[src/rtl/izh_pkg.sv]
// rtl/izh_pkg.sv - shared types and widths for the Izhikevich step scheduler
package izh_pkg;

    localparam int IDX_W  = 10;
    localparam int ADDR_W = 20;
    localparam int LAT_W  = 4;

    typedef enum logic [2:0] {
        S_IDLE   = 3'd0,
        S_ACCUM  = 3'd1,
        S_UPDATE = 3'd2,
        S_DRAIN  = 3'd3,
        S_SWAP   = 3'd4,
        S_DONE   = 3'd5
    } izh_state_t;

    function automatic logic is_busy(izh_state_t s);
        return (s == S_ACCUM) || (s == S_UPDATE) || (s == S_DRAIN) || (s == S_SWAP);
    endfunction

endpackage

[src/rtl/izh_lat_counter.sv]
// rtl/izh_lat_counter.sv - loadable down-counter with zero flag for the drain wait
module izh_lat_counter
    import izh_pkg::*;
#(
    parameter int W = LAT_W
) (
    input  logic         clk,
    input  logic         aclr,
    input  logic         load,
    input  logic [W-1:0] load_val,
    input  logic         dec,
    output logic         zero
);

    logic [W-1:0] count;

    always_ff @(posedge clk) begin
        if (!aclr) begin
            count <= '0;
        end else if (load) begin
            count <= load_val;
        end else if (dec && (count != '0)) begin
            count <= count - 1'b1;
        end
    end

    assign zero = (count == '0);

endmodule

[src/rtl/izh_step_scheduler.sv]
// rtl/izh_step_scheduler.sv - per-timestep accumulate/update/drain/swap sequencer
// Optional stall input enabled by macro IZH_SCHED_STALL_EN.
module izh_step_scheduler
    import izh_pkg::*;
#(
    parameter int UPD_LAT = 3
) (
    input  logic              clk,
    input  logic              aclr,
    input  logic              start,
    input  logic [IDX_W-1:0]  size,
    input  logic [IDX_W-1:0]  timesteps,
`ifdef IZH_SCHED_STALL_EN
    input  logic              stall,
`endif
    output logic              wgt_rd_en,
    output logic [ADDR_W-1:0] wgt_addr,
    output logic [IDX_W-1:0]  spk_rd_addr,
    output logic              acc_clr,
    output logic              acc_en,
    output logic              nrn_upd,
    output logic [IDX_W-1:0]  nrn_idx,
    output logic              spk_swap,
    output logic              busy,
    output logic              finished,
    output logic [IDX_W-1:0]  curTimestep
);

    izh_state_t        state, state_n;
    logic [IDX_W-1:0]  size_q, ts_q;
    logic [IDX_W-1:0]  t, i, j;
    logic [ADDR_W-1:0] addr;
    logic              hold;
    logic              drain_zero;
    logic              last_j, last_i, last_t;

    localparam logic [LAT_W-1:0] DRAIN_LOAD = LAT_W'(UPD_LAT - 1);

`ifdef IZH_SCHED_STALL_EN
    assign hold = stall && is_busy(state);
`else
    assign hold = 1'b0;
`endif

    assign last_j = (j == size_q - 1'b1);
    assign last_i = (i == size_q - 1'b1);
    assign last_t = (t == ts_q - 1'b1);

    always_ff @(posedge clk) begin
        if (!aclr) begin
            state  <= S_IDLE;
            size_q <= '0;
            ts_q   <= '0;
            t      <= '0;
            i      <= '0;
            j      <= '0;
            addr   <= '0;
        end else begin
            state <= state_n;
            if (!hold) begin
                unique case (state)
                    S_IDLE: begin
                        if (start) begin
                            size_q <= size;
                            ts_q   <= timesteps;
                            t      <= '0;
                            i      <= '0;
                            j      <= '0;
                            addr   <= '0;
                        end
                    end
                    S_ACCUM: begin
                        j    <= j + 1'b1;
                        addr <= addr + 1'b1;
                    end
                    S_UPDATE: begin
                        j <= '0;
                        if (!last_i) begin
                            i <= i + 1'b1;
                        end
                    end
                    S_SWAP: begin
                        // The weight address restarts at row 0 for every new timestep.
                        addr <= '0;
                        i    <= '0;
                        if (!last_t) begin
                            t <= t + 1'b1;
                        end
                    end
                    default: ;
                endcase
            end
        end
    end

    always_comb begin
        state_n = state;
        if (!hold) begin
            unique case (state)
                S_IDLE: begin
                    if (start) begin
                        state_n = ((size == '0) || (timesteps == '0)) ? S_DONE : S_ACCUM;
                    end
                end
                S_ACCUM:  state_n = last_j ? S_UPDATE : S_ACCUM;
                S_UPDATE: state_n = last_i ? S_DRAIN : S_ACCUM;
                S_DRAIN:  state_n = drain_zero ? S_SWAP : S_DRAIN;
                S_SWAP:   state_n = last_t ? S_DONE : S_ACCUM;
                S_DONE:   state_n = start ? S_DONE : S_IDLE;
                default:  state_n = S_IDLE;
            endcase
        end
    end

    // Loaded on the final UPDATE so DRAIN lasts exactly UPD_LAT cycles.
    izh_lat_counter #(.W(LAT_W)) u_lat (
        .clk      (clk),
        .aclr     (aclr),
        .load     ((state == S_UPDATE) && last_i && !hold),
        .load_val (DRAIN_LOAD),
        .dec      ((state == S_DRAIN) && !hold),
        .zero     (drain_zero)
    );

    always_comb begin
        wgt_rd_en   = 1'b0;
        acc_en      = 1'b0;
        acc_clr     = 1'b0;
        spk_rd_addr = '0;
        nrn_upd     = 1'b0;
        nrn_idx     = '0;
        spk_swap    = 1'b0;
        if (!hold) begin
            unique case (state)
                S_ACCUM: begin
                    wgt_rd_en   = 1'b1;
                    acc_en      = 1'b1;
                    acc_clr     = (j == '0);
                    spk_rd_addr = j;
                end
                S_UPDATE: begin
                    nrn_upd = 1'b1;
                    nrn_idx = i;
                end
                S_SWAP:  spk_swap = 1'b1;
                default: ;
            endcase
        end
    end

    assign wgt_addr    = addr;
    assign busy        = is_busy(state);
    assign finished    = (state == S_DONE);
    assign curTimestep = t;

endmodule

[config.mk]
export PLATFORM = sky130hd
export DESIGN_NAME = izh_step_scheduler
export DESIGN_NICKNAME = d
export VERILOG_FILES = /design/src/rtl/izh_pkg.sv /design/src/rtl/izh_lat_counter.sv /design/src/rtl/izh_step_scheduler.sv
export SDC_FILE = /design/constraint.sdc
export NUM_CORES = 1
export LEC_CHECK = 0
export BUFFER_PORTS_ARGS = -buffer_cell sky130_fd_sc_hd__buf_2
export CAP_MARGIN = 20
export CORE_UTILIZATION = 52
export DETAILED_ROUTE_END_ITERATION = 8
export PLACE_DENSITY = 0.82
export SLEW_MARGIN = 20
export SYNTH_ARGS = -nofsm -noshare
export SYNTH_HDL_FRONTEND = slang
export SYNTH_SLANG_ARGS = --single-unit
[constraint.sdc]
create_clock -name clk -period 3 [get_ports clk]
set_clock_uncertainty 0.1 [all_clocks]
set_input_delay 0.3 -clock clk [delete_from_list [all_inputs] [get_ports clk]]
set_output_delay 0.3 -clock clk [all_outputs]
set_load 0.02 [all_outputs]
Yosys cells after proc, flatten, opt, wreduce, memory -nomap -nowiden

Index checks and enable logic that the tools add are counted.

Add/sub/neg operators: 7
Eq/ne operators: 11
Multiplexer cells: 24
Bitwise gates (word level): 1
Reductions and logical operators: 23

Operators with widths:

| cell                                                                  | number |
|---|---|
| 10-bit case mux with 3 select lines                                   | 2 |
| 20-bit case mux with 3 select lines                                   | 1 |
| 10-bit 2-to-1 mux                                                     | 5 |
| 10-bit by 1-bit adder with 10-bit output, second input constant       | 3 |
| 10-bit equality test                                                  | 3 |
| 10-bit logical NOT                                                    | 3 |
| 20-bit by 1-bit adder with 20-bit output, second input constant       | 1 |
| 20-bit 2-to-1 mux                                                     | 1 |
| 10-bit case mux with 2 select lines                                   | 1 |
| 10-bit by 1-bit subtractor with 10-bit output, second input constant  | 2 |
| 3-bit case mux with 6 select lines                                    | 1 |
| 3-bit 2-to-1 mux                                                      | 5 |
| 3-bit nonzero test                                                    | 3 |
| 2-bit 2-to-1 mux                                                      | 4 |
| 3-bit by 2-bit equality test with 1-bit output, second input constant | 2 |
| 3-bit equality test, second input constant                            | 2 |
| 2-bit inequality test, second input constant                          | 3 |
| 2-bit AND reduction                                                   | 3 |
| 3-bit AND reduction                                                   | 2 |
| 4-bit logical NOT                                                     | 1 |
| 1-bit logical OR                                                      | 4 |
| 1-bit 2-to-1 mux                                                      | 4 |
| 2-bit nonzero test                                                    | 2 |
| 4-bit nonzero test                                                    | 1 |
| other kinds (6)                                                       | 7 |

Flip-flop bits (word level): 77
Bits of input ports: 23
Output and inout port bits: 57

Longest topological paths before layout

Gate-level depths: netlist of the first run.

Depth after elaboration: 5
Gate-level depth with buffers: 11

Cells and area by module

A second synthesis of the first run with hierarchy kept.

Cells, all modules: 599
Area, all modules: 4713.3 µm²

Modules (own cells, without submodules):

| module             | instances | cells each | area each (µm²) |
|---|---|---|---|
| izh_step_scheduler | 1         | 568        | 4456.8 |
| izh_lat_counter    | 1         | 31         | 256.5 |

Least setup slack after synthesis of the first run

OpenSTA, ideal clock, no wires.

Kind: reg2reg
Start: reg size_q[0]
End: reg i[3]
Library setup time: 0.115 ns
Arrival: 2.654 ns
Data required time: 2.785 ns
Slack: 0.132 ns
Cell stages (with the launch flop): 12
Path buffers: 2
Period minus slack after synthesis: 2.868 ns
Cell sequence: dfxtp_1 inv_1 ha_1 or4b_2 nor4b_1 o221ai_1 a31o_2 a2111oi_4 buf_6 buf_12 nor2_2 o21a_1

Cells in the longest elaborated chain, start to end: 4

Ends and longest elaborated chain:

| element                                       | RTL line                 | source |
|---|---|---|
| start, declared                               | izh_step_scheduler.sv:30 | `logic [IDX_W-1:0] size_q, ts_q;` |
| start signal, assigned                        | izh_step_scheduler.sv:64 | `size_q <= size;` |
| 10-bit by 1-bit subtractor with 10-bit output | izh_step_scheduler.sv:46 | `assign last_i = (i == size_q - 1'b1);` |
| 10-bit equality test                          | izh_step_scheduler.sv:46 |  |
| 2-bit inequality test (no source line)        | -                        |  |
| 3-bit AND reduction (no source line)          | -                        |  |
| end signal, assigned                          | izh_step_scheduler.sv:79 | `i <= i + 1'b1;` |
| end, declared                                 | izh_step_scheduler.sv:31 | `logic [IDX_W-1:0] t, i, j;` |

No other way between the ends.
A chain may end at the register's enable or synchronous reset.

Worst setup path after layout of the first run

Start: reg size_q[1]
End: reg u_lat.count[2]

Cells in the longest elaborated chain, start to end: 4

Ends and longest elaborated chain:

| element                                       | RTL line                  | source |
|---|---|---|
| 10-bit by 1-bit subtractor with 10-bit output | izh_step_scheduler.sv:46  |  |
| 10-bit equality test                          | izh_step_scheduler.sv:46  |  |
| 1-bit logical AND                             | izh_step_scheduler.sv:119 | `.load ((state == S_UPDATE) && last_i && !hold),` |
| 2-bit OR reduction (no source line)           | -                         |  |
| end signal, assigned                          | izh_lat_counter.sv:21     | `count <= load_val;` |
| end signal, assigned                          | izh_lat_counter.sv:23     | `count <= count - 1'b1;` |
| end, declared                                 | izh_lat_counter.sv:15     | `logic [W-1:0] count;` |

No other way between the ends.

==> qor.csv, run 1 <==
stage;metric;value;unit
run_status;outcome;completed;
drt;vias_per_cell;5.89;
drt;drcViolationCount;0;
setup_path;rr_worst_depth;10;
min_path;hold_start;timesteps[5];
yosys;yosysUniqueCellTypes;66;
sta;finalCritPeriodShare;0.960;
setup_path;endpoint_kind;flip-flop;
setup_path;cp.buffers_inverters;2;
setup_path;path_max_fanout;12;
job;drv_cap;0;
clocking;cts-buffers-inserted;9;
setup_path;startpoint;size_q[1];
yosys;synth_edf_count;0;
sta;tightest_slew;0.781;ns
min_path;hold_path_class;input port to flip-flop;
finish;layoutNonFillerInstCount;816;
drt;first_iter_violations;267;
finish;nFillCells;766;
setup_path;required;3.15;ns
finish;multi_input_area;3050;sq um
setup_path;reg2reg_from;size_q[1];
setup_path;worstPathArrival;3.03;ns
setup_path;rr_endpoint;u_lat.count[2];
clocking;h-tree-depth;3;
sta;fmax;0.347;GHz
power_and_ir_drop;powerDensity;395;nW/um^2
global_routing;overflow;0;
power_and_ir_drop;power.leakage;0.00233;uW
clocking;clkTransAtPathRegs;0.09;ns
global_routing;grt_pass1_vias;4505;
yosys;synthTopCellsByArea;dfxtp_1 (32%), nand2_1 (6.8%), xor2_1 (5.6%);
setup_path;worstSetupPathType;flip-flop to flip-flop;
global_routing;grt_pass1_wl;21100;microns
yosys;yosysWarningCount;0;
yosys;yosysTopAreaCell;dfxtp_1;
setup_path;cpLargestDelayFamily;simple AND/OR/NAND/NOR gates;
floorplanning;core-area;8850;sq um
placement;globalplace.congestion;0.975;
floorplanning;start_util;0.546;
power_and_ir_drop;vdd_drop_max;230;uV
yosys;ys_ff_latch;77;
floorplanning;ios;80;
drt;drt-pass1-iter-count;9;
floorplanning;die_h;98.4;microns
min_path;hold_end;ts_q[5];
power_and_ir_drop;total_power;2210;uW
clocking;cts-root-buf;clkbuf_8;
clocking;clk_latency;0.36;ns
finish;layout-drive-gt1-share;0.203;
min_path;min_path_cells;3;
drt;ant_nets;0;
setup_path;worstPathCellList;inv_1, ha_1, or4b_2, nor4b_2, o221ai_1, a31o_2, a2111oi_4, buf_6, nand2b_1, nor2_1;
sta;drv_slew;0;
global_routing;grt_max_degree;35;
placement;io_buffers;79;
placement;dp.cells;799;
floorplanning;num_rows;34;
setup_path;slowest_delay;0.62;ns
yosys;syn_avg_cell_area;7.79;sq um
drt;wirelength;12700;microns
setup_path;r2r_setup_slack;0.12;ns
sta;period_needed;2.88;ns
global_routing;antenna_found_initial;0;
yosys;ys_seq_area_frac;0.319;
sta;setup_viol;0;
yosys;netlist_instances;620;
finish;nets;734;
finish;seqCellArea;1540;sq um
clocking;cts.sinks;77;
sta;hold_viol;0;
sta;worst_slack;0.121;ns
drt;vias;4803;
yosys;yosysTopAreaCellShare;0.319;
yosys;synthesis.area;4830;sq um
sta;whs;0.0915;ns
setup_path;cp-start-kind;flip-flop;
yosys;yosysMostFrequentCell;nand2_1;
yosys;yosys_most_used_dff;dfxtp_1;
placement;pre_cts_ws;0.100;ns
floorplanning;dieArea;9680;sq um
floorplanning;die_x;98.4;microns
finish;antenna_cells;0;
yosys;synth_async_sr_flop_share;0;
placement;hpwl;9430;microns
clocking;cts_hold_buf;0;
yosys;synthTopCellsByCount;nand2_1 (88), dfxtp_1 (77), nor2_1 (54), xor2_1 (31), clkbuf_1 (27);
global_routing;grt_util_all_layers;0.271;
setup_path;crit_slowest_cell;or4b_2;
sta;maxSlewHeadroom;0.472;
yosys;mappedNetlistNets;651;
clocking;cts_buffer_depth;2;
drt;wl_per_cell;15.6;microns
finish;syn_to_final_growth;15.9;%
clocking;cts_tree;built;
cell type report:
class	count	share of cell area
clock buffer	9	0.0221
sequential	77	0.275
timing repair buffer	106	0.108
multi-input combinational	484	0.544
clock inverter	7	0.00983
tap	108	0.0241
inverter	25	0.0168
registers in the layout, indices dropped and copies added, names as in the netlist:
| signal | cells |
|---|---|
| size_q | 10 |
| ts_q | 10 |
| state | 3 |
| j | 10 |
| wgt_addr | 20 |
| i | 10 |
| u_lat.count | 4 |
| curTimestep | 10 |
power by group:
group	switching [uW]	leakage, uW	total [uW]	internal [uW]
Clock	437	0.0000866	746	309
Sequential	28.7	0.000624	1070	1040
Combinational	223	0.00162	391	168
Total	689	0.00233	2210	1520
kinds of logic after synthesis:
family / Yosys count / synth area share
xor gates and xnor gates: 57 / 0.106
muxes: 2 / 0.00415
adders and majority gates: 8 / 0.0207
buffers and inverters: 59 / 0.0531
DFF: 77 / 0.319
AOI/OAI and AO/OA: 118 / 0.174
and+or+nand+nor: 299 / 0.323
worst max path at each step:
stage	to	slack, ns	depth (start not counted)
floorplan	i[3]	0.13	11
finish	u_lat.count[2]	0.12	10
CTS	u_lat.count[2]	0.08	8
detailed placement	u_lat.count[2]	0.10	8
global route	i[2]	-0.00007	10
global placement	u_lat.count[3]	0.15	8
placed cells by master, fill, tap and decap left out, types with 4 or more instances in the layout:
master	n
xnor2_1	25
xor2_1	31
nand4_1	13
o31ai_1	10
nor3_1	15
ha_1	7
a21oi_1	22
nor2_1	54
dfxtp_1	77
nor2b_1	6
nand2b_1	7
buf_4	26
o21ai_0	15
nor3b_1	8
a21boi_0	21
a211oi_1	4
or3_1	14
buf_2	79
clkbuf_8	9
and2_1	15
or4_1	9
and3_1	19
inv_1	25
nor4_1	6
nand2_1	88
o211ai_1	7
a31oi_1	6
nand3_1	25
repair_timing:
| item | in CTS | in global routing |
|---|---|---|
| buffers inserted | 0 | 1 |
| gates resized for setup | 0 | 5 |
| endpoints found under the setup margin | 0 | 10 |
stage by stage:
stage	setup TNS [ns]	cell area, sq um	util
floorplan	0	4830	-
global placement	0	5390	0.609
detailed placement	0	5390	0.609
CTS	0	5570	0.630
global route	-0.0000713	5600	0.633
finish	0	5600	0.633
worst min-delay path, delay by kind of cell:
family / cells / cell delay [ns]
AOI/OAI and AO/OA: 1 / 0.06
buffers and inverters: 1 / 0.11
and+or+nand+nor: 1 / 0.05
layer usage:
layer	global-route usage	part of all wire
met4	0.109	0.021
met5	0	0
met3	0.0394	0.053
met2	0.453	0.48
met1	0.352	0.45
(Power assumes the default switching activity.)
==> run 2, diff against run 1 <==
ABC_AREA = 1   (was not set)
==> run 2 against run 1 <==
Against the previous run:
- utilization fell by 1.1 points
- first-iteration DRC count rose by 47%
- non-clock buffer count fell by 21
- clock-buffer cell count rose by 1
- sequential share of layout area rose by 0.37 points
- power rose by 4.4%
- setup slack improved by 0.30 ns
- hold slack improved by 0.055 ns
- cell count rose by 14%
- register-to-register slack improved by 0.46 ns
- fmax rose by 12%
- area after synthesis rose by 0.57%
- critical path type is now flip-flop to primary output
- largest power group unchanged
==> qor.csv, run 2 <==
stage;metric;value;unit;change
global_routing;use_met3;0.0496;;+0.0103
finish;antenna_cells;0;;unchanged
sta;maxSlewHeadroom;0.521;;+0.0491
yosys;synthTopCellsByCount;nand2_1 (158), nor2_1 (85), dfxtp_1 (77), nand3_1 (76), inv_1 (75);;
global_routing;grt_max_degree;26;;-26%
finish;finalInstanceArea;5520;sq um;-1.3%
drt;vias_per_cell;5.68;;-3.5%
sta;drv_slew;0;;unchanged
floorplanning;ios;80;;unchanged
floorplanning;dieArea;9730;sq um;+0.56%
setup_path;crit_slowest_cell;clkinv_1;;
drt;vias;5307;;+10%
finish;layout-drive-gt1-share;0.155;;-0.0484
finish;final_cell_mix;nand2_1 (158), nor2_1 (85), buf_2 (79);;
setup_path;r2r_setup_slack;0.58;ns;+0.46 ns
placement;place_area;5340;sq um;-1.0%
global_routing;antenna_found_initial;0;;unchanged
clocking;cts_tree;built;;
finish;syn_to_final_growth;13.7;%;
yosys;mappedNetlistNets;781;;+20%
setup_path;cpLargestDelayFamily;buffers and inverters;;
min_path;hold_path_class;input port to flip-flop;;
floorplanning;core-area;8890;sq um;+0.48%
yosys;yosys_most_used_dff;dfxtp_1;;
yosys;yosysUniqueCellTypes;40;;-39%
min_path;hold_start;timesteps[8];;
yosys;synth_async_sr_flop_share;0;;unchanged
floorplanning;num_rows;34;;unchanged
power_and_ir_drop;total_power;2310;uW;+4.4%
power_and_ir_drop;vdd_drop_max;232;uV;+0.63%
yosys;yosysMostFrequentCell;nand2_1;;
global_routing;grt.met2_usage;0.469;;+0.0157
setup_path;path_max_fanout;18;;+6
yosys;ys_seq_area_frac;0.317;;-0.00181
sta;fmax;0.388;GHz;+12%
drt;wl_per_cell;14.6;microns;-6.2%
drt;first_iter_violations;392;;+47%
drt;drt-pass1-iter-count;5;;-4
clocking;clkTransAtPathRegs;0.08;ns;about the same
job;drv_cap;0;;unchanged
setup_path;slowest_delay;0.55;ns;-0.07 ns
global_routing;grt_pass1_wl;22600;microns;+7.1%
clocking;cts_hold_buf;0;;unchanged
global_routing;overflow;0;;unchanged
sta;setup_viol;0;;unchanged
yosys;synthTopCellsByArea;dfxtp_1 (32%), nand2_1 (12%), nand3_1 (7.8%);;
finish;largest_reg_flops;20;;unchanged
clocking;cts_buffer_depth;2;;unchanged
floorplanning;die_h;98.6;microns;+0.28%
yosys;yosysTopAreaCell;dfxtp_1;;
clocking;cts-root-buf;clkbuf_8;;
global_routing;grt_busiest_layer;met2;;
clocking;cts.sinks;77;;unchanged
setup_path;worstPathArrival;2.18;ns;-0.85 ns
yosys;synthesis.area;4860;sq um;+0.57%
power_and_ir_drop;powerDensity;417;nW/um^2;+5.8%
sta;hold_viol;0;;unchanged
setup_path;startpoint;state[1];;
drt;ant_nets;0;;unchanged
floorplanning;start_util;0.546;;about the same
sta;rsz0062_at_grt;false;;
run_status;outcome;completed;;
clocking;postCtsSetupRepairBufs;0;;unchanged
finish;nets;854;;+16%
min_path;min_path_cells;3;;unchanged
power_and_ir_drop;power.leakage;0.00229;uW;-1.4%
setup_path;cp.buffers_inverters;3;;+1
setup_path;rr_worst_depth;13;;+3
min_path;hold_end;ts_q[8];;
setup_path;worstPathCellList;inv_2, nor3_2, clkinv_1, nor2_1, buf_2;;
clocking;clk_latency;0.35;ns;about the same
yosys;synth_edf_count;0;;unchanged
yosys;ys_ff_latch;77;;unchanged
setup_path;worstSetupPathType;flip-flop to primary output;;
finish;final_common_cell;nand2_1;;
sta;tightest_slew;0.718;ns;-0.0636 ns
yosys;netlist_instances;750;;+21%
setup_path;endpoint_kind;primary output;;
clocking;cts-buffers-inserted;9;;unchanged
yosys;yosysTopAreaCellShare;0.317;;-0.00181
sta;period_needed;2.58;ns;-0.304 ns
setup_path;required;2.60;ns;-0.55 ns
setup_path;cp-start-kind;flip-flop;;
global_routing;grt_pass1_vias;4767;;+5.8%
clocking;cts_resized;0;;unchanged
placement;hpwl;10300;microns;+9.4%
global_routing;grt_use_met1;0.391;;+0.0390
placement;io_buffers;79;;unchanged
finish;final_util;0.621;;-0.0113
global_routing;grt_util_all_layers;0.287;;+0.0162
drt;wirelength;13700;microns;+7.4%
placement;globalplace.congestion;1.03;;+6.2%
sta;setup_tns;0;ns;unchanged
yosys;syn_avg_cell_area;6.48;sq um;-17%
sta;finalCritPeriodShare;0.858;;-0.101
setup_path;reg2reg_from;size_q[0];;
setup_path;worst-path-stages;5;;-5
yosys;yosysWarningCount;0;;unchanged
floorplanning;die_x;98.6;microns;+0.28%
setup_path;rr_endpoint;i[8];;
drt;drcViolationCount;0;;unchanged
clocking;h-tree-depth;3;;unchanged
==> run 2: cell types whose count changed after synthesis, moves of 15 or more <==
| cell | delta |
|---|---|
| a21boi_0 | -21 |
| a21oi_1 | +50 |
| and2_1 | -15 |
| and3_1 | -19 |
| inv_1 | +50 |
| nand2_1 | +70 |
| nand3_1 | +51 |
| nor2_1 | +31 |
| xnor2_1 | -17 |
==> run 2: cell families (layout without fill, tap and decap cells) <==
| kind of cell | count (synthesis) | in the layout | synth area share |
|---|---|---|---|
| compound gates | 113 | 113 | 0.121 |
| buf+inv | 108 | 184 | 0.0855 |
| flops | 77 | 77 | 0.317 |
| xor+xnor | 35 | 35 | 0.0659 |
| fa+ha+maj | 8 | 8 | 0.0206 |
| simple gates | 409 | 409 | 0.389 |
==> run 2: final cells by class <==
cell class | count | area [sq um]
Multi-Input combinational cell | 565 | 2900
Clock inverter | 4 | 50.0
Inverter | 85 | 319
Sequential cell | 77 | 1540
Fill cell | 837 | 3370
Tap cell | 108 | 135
Timing Repair Buffer | 85 | 440
Clock buffer | 10 | 138
==> run 2: layer usage <==
| metal | vias up | share of wire |
|---|---|---|
| met1 | 2432 | 0.45 |
| met2 | 226 | 0.46 |
| li1 | 2621 | - |
| met5 | - | 0 |
| met3 | 28 | 0.073 |
| met4 | 0 | 0.018 |
==> run 2: worst max-delay path by stage <==
stage,end,slack [ns]
after floorplan,nrn_idx[0],0.92
after global placement,i[1],0.77
after detailed placement,curTimestep[4],0.66
after CTS,acc_clr,0.43
after global routing,nrn_idx[7],0.19
final,nrn_idx[3],0.42
==> run 2: power breakdown <==
group          leakage (uW)  internal, uW  total, uW  switching, uW
registers          0.000626          1050       1090           39.1
clock network     0.0000902           397        786            389
logic               0.00158           141        429            288
total               0.00229          1590       2310            716
==> run 2: metrics by stage <==
step	instances	hold WS (ns)	setup WS (ns)
floorplan	750	0.343	0.923
global placement	920	0.352	0.771
detailed placement	920	0.363	0.657
CTS	934	0.135	0.425
global route	934	0.139	0.194
finish	934	0.147	0.425
==> run 2: tightest hold or removal path, cell delays in order <==
cell,delay [ns]
buf_2,0.12
nand3_1,0.08
a21oi_1,0.06
